<file path="src/rtl/fractal_sync_nd_rf.sv">
// Barrier-synchronisation register file: directly indexed local registers plus a
// small CAM of remote {level,id} lines, with same-cycle collision arbitration.
module fractal_sync_nd_rf #(
  parameter int N_PORTS        = 4,
  parameter int N_LOCAL_REGS   = 4,
  parameter int N_REMOTE_LINES = 4,
  parameter int LEVEL_WIDTH    = 2,
  parameter int ID_WIDTH       = 2,
  parameter int SD_WIDTH       = 2,
  parameter int EN_REMOTE      = 1,
  parameter int TIMEOUT_CYCLES = 0
) (
  input  logic                                  clk_i,
  input  logic                                  rst_i,
  input  logic                                  flush_i,
  input  logic [LEVEL_WIDTH-1:0]                level_i          [N_PORTS],
  input  logic [ID_WIDTH-1:0]                   id_i             [N_PORTS],
  input  logic                                  check_local_i    [N_PORTS],
  input  logic                                  check_remote_i   [N_PORTS],
  input  logic [SD_WIDTH-1:0]                   sd_i             [N_PORTS],
  output logic                                  valid_o          [N_PORTS],
  output logic                                  present_local_o  [N_PORTS],
  output logic                                  present_remote_o [N_PORTS],
  output logic [SD_WIDTH-1:0]                   sd_o             [N_PORTS],
  output logic                                  id_err_o         [N_PORTS],
  output logic                                  ovf_err_o        [N_PORTS],
  output logic                                  bypass_o         [N_PORTS],
  output logic                                  ignore_o         [N_PORTS],
  output logic                                  timeout_o,
  output logic [$clog2(N_REMOTE_LINES+1)-1:0]   remote_occ_o
);

  localparam int KEY_W = LEVEL_WIDTH + ID_WIDTH;
  localparam int OCC_W = $clog2(N_REMOTE_LINES + 1);
  localparam int AGE_W = (TIMEOUT_CYCLES > 0) ? $clog2(TIMEOUT_CYCLES + 1) : 1;
  localparam logic [AGE_W-1:0] AGE_LAST = AGE_W'((TIMEOUT_CYCLES > 0) ? TIMEOUT_CYCLES - 1 : 0);

  logic [N_LOCAL_REGS-1:0]   r_reg_vld, w_reg_vld_n;
  logic [SD_WIDTH-1:0]       r_reg_sd [N_LOCAL_REGS];
  logic [SD_WIDTH-1:0]       w_reg_sd_n [N_LOCAL_REGS];
  logic [N_REMOTE_LINES-1:0] r_line_vld, w_line_vld_n, w_used, w_exp;
  logic [KEY_W-1:0]          r_line_key [N_REMOTE_LINES];
  logic [KEY_W-1:0]          w_line_key_n [N_REMOTE_LINES];
  logic [AGE_W-1:0]          r_age [N_REMOTE_LINES];
  logic [AGE_W-1:0]          w_age_n [N_REMOTE_LINES];

  logic [N_PORTS-1:0] r_valid, r_pl, r_pr, r_ierr, r_ovf, r_byp, r_ign;
  logic [N_PORTS-1:0] w_valid, w_pl, w_pr, w_ierr, w_ovf, w_byp, w_ign;
  logic [N_PORTS-1:0] w_lreq, w_rreq, w_coll, w_lower;
  logic [SD_WIDTH-1:0] r_sd [N_PORTS];
  logic [SD_WIDTH-1:0] w_sd_n [N_PORTS];
  logic [KEY_W-1:0]    w_key [N_PORTS];
  logic                r_timeout, w_timeout, w_hit, w_found;
  logic [OCC_W-1:0]    r_occ, w_occ;

  always_comb begin
    for (int p = 0; p < N_PORTS; p++) begin
      w_key[p]   = {level_i[p], id_i[p]};
      w_lreq[p]  = check_local_i[p] && !check_remote_i[p] && (int'(id_i[p]) < N_LOCAL_REGS);
      w_rreq[p]  = check_remote_i[p] && !check_local_i[p] && (EN_REMOTE != 0);
      w_ierr[p]  = check_local_i[p] && (check_remote_i[p] || (int'(id_i[p]) >= N_LOCAL_REGS));
      w_valid[p] = check_local_i[p] || (check_remote_i[p] && (EN_REMOTE != 0));
    end
  end

  // Collision groups: the lowest port of a shared key bypasses, the rest are ignored.
  always_comb begin
    w_coll  = '0;
    w_lower = '0;
    for (int p = 0; p < N_PORTS; p++) begin
      for (int q = 0; q < N_PORTS; q++) begin
        if (q != p && ((w_lreq[p] && w_lreq[q] && id_i[p] == id_i[q]) ||
                       (w_rreq[p] && w_rreq[q] && w_key[p] == w_key[q]))) begin
          w_coll[p] = 1'b1;
          if (q < p) w_lower[p] = 1'b1;
        end
      end
    end
    w_byp = w_coll & ~w_lower;
    w_ign = w_coll & w_lower;
  end

  always_comb begin
    w_reg_vld_n  = r_reg_vld;
    w_reg_sd_n   = r_reg_sd;
    w_line_vld_n = r_line_vld;
    w_line_key_n = r_line_key;
    w_used       = r_line_vld;
    w_exp        = '0;
    w_pl         = '0;
    w_pr         = '0;
    w_ovf        = '0;
    w_hit        = 1'b0;
    w_found      = 1'b0;
    w_occ        = '0;
    for (int p = 0; p < N_PORTS; p++) w_sd_n[p] = '0;

    for (int l = 0; l < N_REMOTE_LINES; l++) begin
      w_age_n[l] = r_age[l];
      if (TIMEOUT_CYCLES > 0 && r_line_vld[l]) begin
        w_age_n[l] = r_age[l] + AGE_W'(1);
        if (r_age[l] == AGE_LAST) begin
          w_exp[l]        = 1'b1;
          w_line_vld_n[l] = 1'b0;
        end
      end
    end

    for (int p = 0; p < N_PORTS; p++) begin
      if (w_lreq[p] && !w_coll[p]) begin
        for (int r = 0; r < N_LOCAL_REGS; r++) begin
          if (int'(id_i[p]) == r) begin
            if (r_reg_vld[r]) begin
              w_pl[p]        = 1'b1;
              w_sd_n[p]      = r_reg_sd[r];
              w_reg_vld_n[r] = 1'b0;
            end else begin
              w_reg_vld_n[r] = 1'b1;
              w_reg_sd_n[r]  = sd_i[p];
            end
          end
        end
      end
    end

    // Allocation only draws on lines free at the start of the cycle, in port order.
    for (int p = 0; p < N_PORTS; p++) begin
      if (w_rreq[p] && !w_coll[p]) begin
        w_hit   = 1'b0;
        w_found = 1'b0;
        for (int l = 0; l < N_REMOTE_LINES; l++) begin
          if (r_line_vld[l] && r_line_key[l] == w_key[p]) begin
            w_hit           = 1'b1;
            w_pr[p]         = 1'b1;
            w_line_vld_n[l] = 1'b0;
            w_exp[l]        = 1'b0;
          end
        end
        if (!w_hit) begin
          for (int l = 0; l < N_REMOTE_LINES; l++) begin
            if (!w_found && !w_used[l]) begin
              w_found         = 1'b1;
              w_used[l]       = 1'b1;
              w_line_vld_n[l] = 1'b1;
              w_line_key_n[l] = w_key[p];
              w_age_n[l]      = '0;
            end
          end
          if (!w_found) w_ovf[p] = 1'b1;
        end
      end
    end

    for (int l = 0; l < N_REMOTE_LINES; l++) w_occ = w_occ + OCC_W'(w_line_vld_n[l]);
    w_timeout = |w_exp;
  end

  // Single registered stage: state update and per-port responses.
  always_ff @(posedge clk_i) begin
    if (rst_i || flush_i) begin
      r_reg_vld  <= '0;
      r_line_vld <= '0;
      r_valid    <= '0;
      r_pl       <= '0;
      r_pr       <= '0;
      r_ierr     <= '0;
      r_ovf      <= '0;
      r_byp      <= '0;
      r_ign      <= '0;
      r_timeout  <= 1'b0;
      r_occ      <= '0;
      for (int r = 0; r < N_LOCAL_REGS; r++) r_reg_sd[r] <= '0;
      for (int l = 0; l < N_REMOTE_LINES; l++) begin
        r_line_key[l] <= '0;
        r_age[l]      <= '0;
      end
      for (int p = 0; p < N_PORTS; p++) r_sd[p] <= '0;
    end else begin
      r_reg_vld  <= w_reg_vld_n;
      r_reg_sd   <= w_reg_sd_n;
      r_line_vld <= w_line_vld_n;
      r_line_key <= w_line_key_n;
      r_age      <= w_age_n;
      r_valid    <= w_valid;
      r_pl       <= w_pl;
      r_pr       <= w_pr;
      r_ierr     <= w_ierr;
      r_ovf      <= w_ovf;
      r_byp      <= w_byp;
      r_ign      <= w_ign;
      r_sd       <= w_sd_n;
      r_timeout  <= w_timeout;
      r_occ      <= w_occ;
    end
  end

  always_comb begin
    for (int p = 0; p < N_PORTS; p++) begin
      valid_o[p]          = r_valid[p];
      present_local_o[p]  = r_pl[p];
      present_remote_o[p] = r_pr[p];
      sd_o[p]             = r_sd[p];
      id_err_o[p]         = r_ierr[p];
      ovf_err_o[p]        = r_ovf[p];
      bypass_o[p]         = r_byp[p];
      ignore_o[p]         = r_ign[p];
    end
    timeout_o    = r_timeout;
    remote_occ_o = r_occ;
  end

endmodule

</file>
<file path="config.mk">
export PLATFORM = sky130hd
export DESIGN_NAME = fractal_sync_nd_rf
export DESIGN_NICKNAME = d
export VERILOG_FILES = /design/src/rtl/fractal_sync_nd_rf.sv
export SDC_FILE = /design/constraint.sdc
export NUM_CORES = 1
export LEC_CHECK = 0
export ABC_AREA = 1
export CAP_MARGIN = 10
export CORE_ASPECT_RATIO = 1.5
export CORE_MARGIN = 4
export CORE_UTILIZATION = 43
export DETAILED_ROUTE_END_ITERATION = 10
export PLACE_DENSITY_LB_ADDON = 0.05
export SLEW_MARGIN = 15
export SYNTH_ARGS = -nofsm -noshare
export SYNTH_HDL_FRONTEND = slang
export SYNTH_SLANG_ARGS = --single-unit
</file>
<file path="constraint.sdc">
create_clock -name clk_i -period 6.06 [get_ports clk_i]
set_input_delay 1.212 -clock clk_i [delete_from_list [all_inputs] [get_ports clk_i]]
set_output_delay 1.212 -clock clk_i [all_outputs]
set_load 0.01 [all_outputs]
</file>
# ---- Yosys cells after proc, flatten, opt, wreduce, memory -nomap -nowiden
# Cells that the tools add are included.
dict set report op_classes {
  addsub 3
  eq_ne 52
  mux 281
  bitwise 11
  reduce_logical 153
}
# operator count
set ops {}
lappend ops {{1-bit two-way mux} 174}
lappend ops {{4-bit two-way mux} 34}
lappend ops {{16-bit two-way mux} 8}
lappend ops {{2-bit two-way mux} 61}
lappend ops {{4-bit equality test} 28}
lappend ops {{1-bit logical AND} 84}
lappend ops {{1-bit logical NOT} 36}
lappend ops {{8-bit two-way mux} 4}
lappend ops {{2-bit equality test} 12}
lappend ops {{1-bit logical OR} 17}
lappend ops {{2-bit equality test, second input constant} 8}
lappend ops {{2-bit OR reduction} 8}
lappend ops {{3-bit OR reduction} 4}
lappend ops {{4-bit AND} 2}
lappend ops {{2-bit by 1-bit equality test with 1-bit output, second input constant} 4}
lappend ops {{2-bit logical NOT} 4}
lappend ops {{1-bit inverter} 8}
lappend ops {{4-bit inverter} 1}
lappend ops {{2-bit by 1-bit adder with 3-bit output} 1}
lappend ops {{3-bit by 1-bit adder with 3-bit output} 1}
lappend ops {{1-bit by 1-bit adder with 2-bit output} 1}
dict set report word_totals {
  register_bits 71
  in_bits 35
}

# ---- Longest topological paths before layout
dict set report logic_depth {
  ltp_word 85
  depth_mapped 27
  mapped_depth_nobuf 26
}

# ---- Worst setup path before layout
# No wires, ideal clock.
dict set report synth_path {
  kind {input to register}
  startpoint {input level_i[3] (netlist bit)}
  endpoint {register r_occ[1] (netlist: remote_occ_o[1])}
  setup_ps 128
  arrival_time_ps 3812
  t_required_ps 5932
  setup_slack_ps 2120
  stages 26
  n_path_buf 1
  path_cell_list {buf_2 inv_2 nand2_1 nand2_1 nor2_1 nand2_1 nand2_1 nand2_1 nand2_1 inv_2 nand2_2 nor2_4 inv_2 nor2_4 nand2_2 nor2_2 nand2_1 nand2_1 nor2_4 inv_2 nand2_1 fa_1 ha_1 ha_1 inv_1 nor2_1}
}
dict set report synth_via {
  elab_chain_cells 37
  elab_cells_between_ends 146
}
# element line_no
set synth_rtl {}
lappend synth_rtl {{start: declaration} 16} ;# input logic [LEVEL_WIDTH-1:0] level_i [N_PORTS],
lappend synth_rtl {{4-bit equality test} 73} ;# (w_rreq[p] && w_rreq[q] && w_key[p] == w_key[q]))) begin
lappend synth_rtl {{1-bit logical AND} 73}
lappend synth_rtl {{1-bit logical OR} 72} ;# if (q != p && ((w_lreq[p] && w_lreq[q] && id_i[p] == id_i[q]) ||
lappend synth_rtl {{1-bit two-way mux (2 in a row)} 72}
lappend synth_rtl {{1-bit logical NOT} 128} ;# if (w_rreq[p] && !w_coll[p]) begin
lappend synth_rtl {{1-bit logical AND} 128}
lappend synth_rtl {{4-bit two-way mux} 128}
lappend synth_rtl {{1-bit two-way mux} 141} ;# if (!w_found && !w_used[l]) begin
lappend synth_rtl {{[... 22 more ...]} n/a}
lappend synth_rtl {{1-bit logical NOT} 141}
lappend synth_rtl {{1-bit logical AND} 141}
lappend synth_rtl {{1-bit two-way mux} 141}
lappend synth_rtl {{4-bit two-way mux} 139} ;# if (!w_hit) begin
lappend synth_rtl {{4-bit two-way mux *} 128}
lappend synth_rtl {{net w_line_vld_n[3]} 41} ;# logic [N_REMOTE_LINES-1:0] r_line_vld, w_line_vld_n, w_used, w_exp;
lappend synth_rtl {{3-bit by 1-bit adder with 3-bit output *} 154} ;# for (int l = 0; l < N_REMOTE_LINES; l++) w_occ = w_occ + OCC_W'(w_line_vld_n[l]);
lappend synth_rtl {{net w_occ[1]} 54} ;# logic [OCC_W-1:0] r_occ, w_occ;
lappend synth_rtl {{end signal: assignment} 193} ;# r_occ <= w_occ;
lappend synth_rtl {{end: declaration} 54}
# Mark *: on every way through the listed nets, which the timed path passes. The rest lies on a longest branch. The select of a mux whose other input is x is not followed.
# A chain may end at the register's enable or synchronous reset.

# ---- Final worst setup path
dict set report layout_path {
  startpoint {input id_i[2] (netlist bit)}
  endpoint {register r_occ[1] (netlist: remote_occ_o[1])}
}
dict set report layout_via {
  elab_chain_cells 37
  elab_cells_between_ends 158
}
# element line_no
set layout_rtl {}
lappend layout_rtl {{start: declaration} 17} ;# input logic [ID_WIDTH-1:0] id_i [N_PORTS],
lappend layout_rtl {{4-bit equality test or 2-bit equality test (tied branches)} {73, 72}}
lappend layout_rtl {{1-bit logical AND (on tied branches)} {73, 72}}
lappend layout_rtl {{1-bit logical OR} 72}
lappend layout_rtl {{1-bit two-way mux (2 in a row)} 72}
lappend layout_rtl {{1-bit logical NOT} 128}
lappend layout_rtl {{1-bit logical AND} 128}
lappend layout_rtl {{4-bit two-way mux} 128}
lappend layout_rtl {{1-bit two-way mux} 141}
lappend layout_rtl {{[... 22 more ...]} n/a}
lappend layout_rtl {{1-bit logical NOT} 141}
lappend layout_rtl {{1-bit logical AND} 141}
lappend layout_rtl {{1-bit two-way mux} 141}
lappend layout_rtl {{4-bit two-way mux} 139}
lappend layout_rtl {{4-bit two-way mux *} 128}
lappend layout_rtl {{net w_line_vld_n[3]} 41}
lappend layout_rtl {{3-bit by 1-bit adder with 3-bit output *} 154}
lappend layout_rtl {{net w_occ[1]} 54}
# Marks and branches as above.

==> impl_results.md <==
- Max_cap viols: 0
- F_max: 0.192 GHz
- Finish-stage setup viols: 0
- GR Overflow Total: 0
- WL per Instance: 21.6 µm
- Net Sw Frac: 0.355
- DR vias/cell: 6.01
- Clock Skew: 10.9 ps
- NumNets Final: 1012
- First DRT Iteration DRCs: 620
- CP delay by family, top: buffers and inverters
- CP arrival: 5450 ps
- Clock buffer depth: 2
- Int Power: 0.860 mW
- Psw: 0.473 mW
- Crit-path slowest cell: clkdlybuf4s50_1
- Worst path cell trace: clkdlybuf4s50_1, clkinv_1, o21ai_0, nor2_1, nand3_1, nand4_1, nor2_4, nand2_2, nor2_2, nand2_1, nand2_1, nor2_4, inv_2, nand2_1, fa_1, ha_1, ha_1, inv_1, nor2_1
- Endpoints failing hold: 0
- Maximum fanout along the worst path: 10
- Number of routed nets with antenna violations: 0
- Core Area: 12400 µm²
- Gr usage total: 0.331
- Initial Util: 0.437
- Vias in the first global route: 6595
- Pre-Repair DR Iteration Count: 6
- Period utilisation layout: 0.860
- CTS tree: built
- Share of power burned in combinational logic: 0.234
- Setup_tns: 0 ps
- Initial antenna violation count: 0
- Worst hold path class: reg -> reg
- P_leak: 2.73 nW
- Fin area: 6650 µm²
- Avg Cell Area, Syn: 6.07 µm²
- Worst-Margin Slew: 992 ps
- Fill count: 1280
- Root Buffer: clkbuf_16
- Post-Synthesis Cell Area: 5440 µm²
- Sequential fraction of the synthesis area: 0.254
- Post-synth EDFFs: 0
- Worst vdd rail ir drop: 138 µV
- Yosys reg bits: 69
- Asr flop ratio synth: 0
- RSZ-0062 raised after global routing: false
- Clock transition at path regs: 70 ps
- Crit Path Class: in -> reg
- Via count: 6810
- I/O pin count: 75
- Placed insts: 1118
- CTS H-tree depth: 3
- Reg power frac: 0.362
- Area Growth Syn to Fin: 22.3%
- Top cell by count, worst path: nand2_1
- Post-route DRC violation count: 0
- Netlist cell types: 46
- Die width: 99.9 µm
- Largest net degree at the start of global routing: 36
- First-pass GRT wire length: 36700 µm
- Fin Hold WS: 548 ps
- Layout cells sized above 1: 0.108
- Final Wtd Congestion: 1.09
- Slew Viols, Final: 0
- DP Area: 6370 µm²
- Slew margin rel.: 0.337
- Number of I/O port buffers: 71
- Post CTS Setup Buffer Count: 0
- Fin util: 0.534
- Routed WL: 24500 µm
- N_diodes: 0
- Yosys warning total: 0
- Final Non-Filler Cells: 1134
- Critical path buffer and inverter count: 4
- Main synth FF type: dfxtp_1
- Later-pin clock latency in the skew report: 350 ps
- Setup crit start kind: primary input
- Vert. Die Dim: 146 µm
- DP HPWL: 18900 µm
- Sink Count: 69
- DIE AREA: 14600 µm²
- Total CTS buffers: 9
- Worst endpoint required time: 6300 ps
- Tmin final: 5210 ps
- Gate count after technology mapping: 896
- Post_cts resized: 0
- Hold-fix buffer count after cts: 0
- Power density over cell area: 200 nW/µm²
- Crit end category: register
- CP peak stage delay: 820 ps
- Row cnt: 50
- Clock power share: 0.404
- Status: finished, final reports clean
state kept, by name, indices dropped and copies added (netlist names), 4 cells and up:
| signal | count |
|---|---|
| r_reg_vld | 4 |
| sd_o | 8 |
| r_valid | 4 |
| r_reg_sd | 8 |
| r_pr | 4 |
| r_ierr | 4 |
| r_line_vld | 4 |
| r_pl | 4 |
| r_ovf | 4 |
| r_line_key | 16 |
logic make-up after synthesis:
| kind of cell | share of synthesized area |
|---|---|
| AO/OA/AOI/OAI | 0.228 |
| XOR/XNOR | 0.0432 |
| adder cells (fa/ha/maj) | 0.0106 |
| buffers and inverters | 0.109 |
| flip-flops | 0.254 |
| other | 0.000689 |
| AND/OR/NAND/NOR | 0.355 |
power by group through the flow:
stage	clock network, mW	registers [mW]	logic [mW]
3_3_place_gp	0	0.492	0.304
4_1_cts	0.541	0.482	0.305
3_5_place_dp	0	0.492	0.304
2_1_floorplan	0	0.488	0.190
6_report	0.538	0.483	0.312
5_1_grt	0.559	0.484	0.336
through the flow:
step / total power [mW] / setup slack (ps)
6_report: 1.33 / 848
5_1_grt: 1.38 / 636
4_1_cts: 1.33 / 930
3_5_place_dp: 0.796 / 548
3_3_place_gp: 0.796 / 549
2_1_floorplan: 0.678 / 2120
synth_stat cells (14+ instances only):
| library cell | instances | area share |
|---|---|---|
| a21oi_1 | 44 | 0.040 |
| dfxtp_1 | 69 | 0.25 |
| inv_1 | 89 | 0.061 |
| inv_2 | 19 | 0.013 |
| nand2_1 | 190 | 0.13 |
| nand2_2 | 15 | 0.017 |
| nand3_1 | 34 | 0.031 |
| nand4_1 | 15 | 0.017 |
| nor2_1 | 133 | 0.092 |
| nor3_1 | 21 | 0.019 |
| o21ai_0 | 85 | 0.078 |
| o21ai_1 | 14 | 0.013 |
| o22ai_1 | 17 | 0.020 |
worst min-delay path, delay by kind of cell (launching register included):
family | cells | cell delay [ps]
flops | 1 | 370
simple gates | 2 | 150
final timing paths:
kind | start | end | slack, ps | cells after the start
setup / recovery | id_i[2] | remote_occ_o[1]$_SDFF_PP0_ | 850 | 19
hold / removal | r_line_vld[3]$_SDFF_PP0_ | r_ovf[0]$_SDFF_PP0_ | 550 | 2
hold reg to reg | r_line_vld[3]$_SDFF_PP0_ | r_ovf[0]$_SDFF_PP0_ | 550 | 2
setup reg to reg | r_line_key[0]$_SDFF_PP0_ | remote_occ_o[1]$_SDFF_PP0_ | 2260 | 20
routing by layer:
layer	GRT usage	up-vias	share of wire
met5	0	-	0
met4	0.271	0	0.091
met3	0.0547	162	0.074
met2	0.560	452	0.49
met1	0.351	3075	0.35
li1	-	3121	-
area by class of cell:
cell class / instances / area, µm² / share of cell area
Clock buffer: 9 / 225 / 0.0338
Clock inverter: 7 / 62.6 / 0.00940
Inverter: 113 / 424 / 0.0637
Multi-Input combinational cell: 685 / 3470 / 0.522
Sequential cell: 69 / 1380 / 0.208
Tap cell: 156 / 195 / 0.0293
Timing Repair Buffer: 95 / 891 / 0.134
layout by cell type, fill, tap and decap left out, types with 7 or more instances in the layout:
cell type,Yosys,routed
nor2_4,7,7
o21ai_1,14,14
clkbuf_16,0,9
dfxtp_1,69,69
nor2_1,133,132
clkdlybuf4s50_1,0,71
nand4_1,15,15
xor2_1,12,12
nand2_1,190,190
a21oi_1,44,44
buf_4,9,24
o211ai_1,12,12
nor3_1,21,21
inv_2,19,19
nand3_1,34,34
o21ai_0,85,85
a31oi_1,13,13
o22ai_1,17,17
nor2_2,8,9
inv_1,89,89
xnor2_1,13,13
nand2_2,15,15
(Power assumes the default switching activity.)
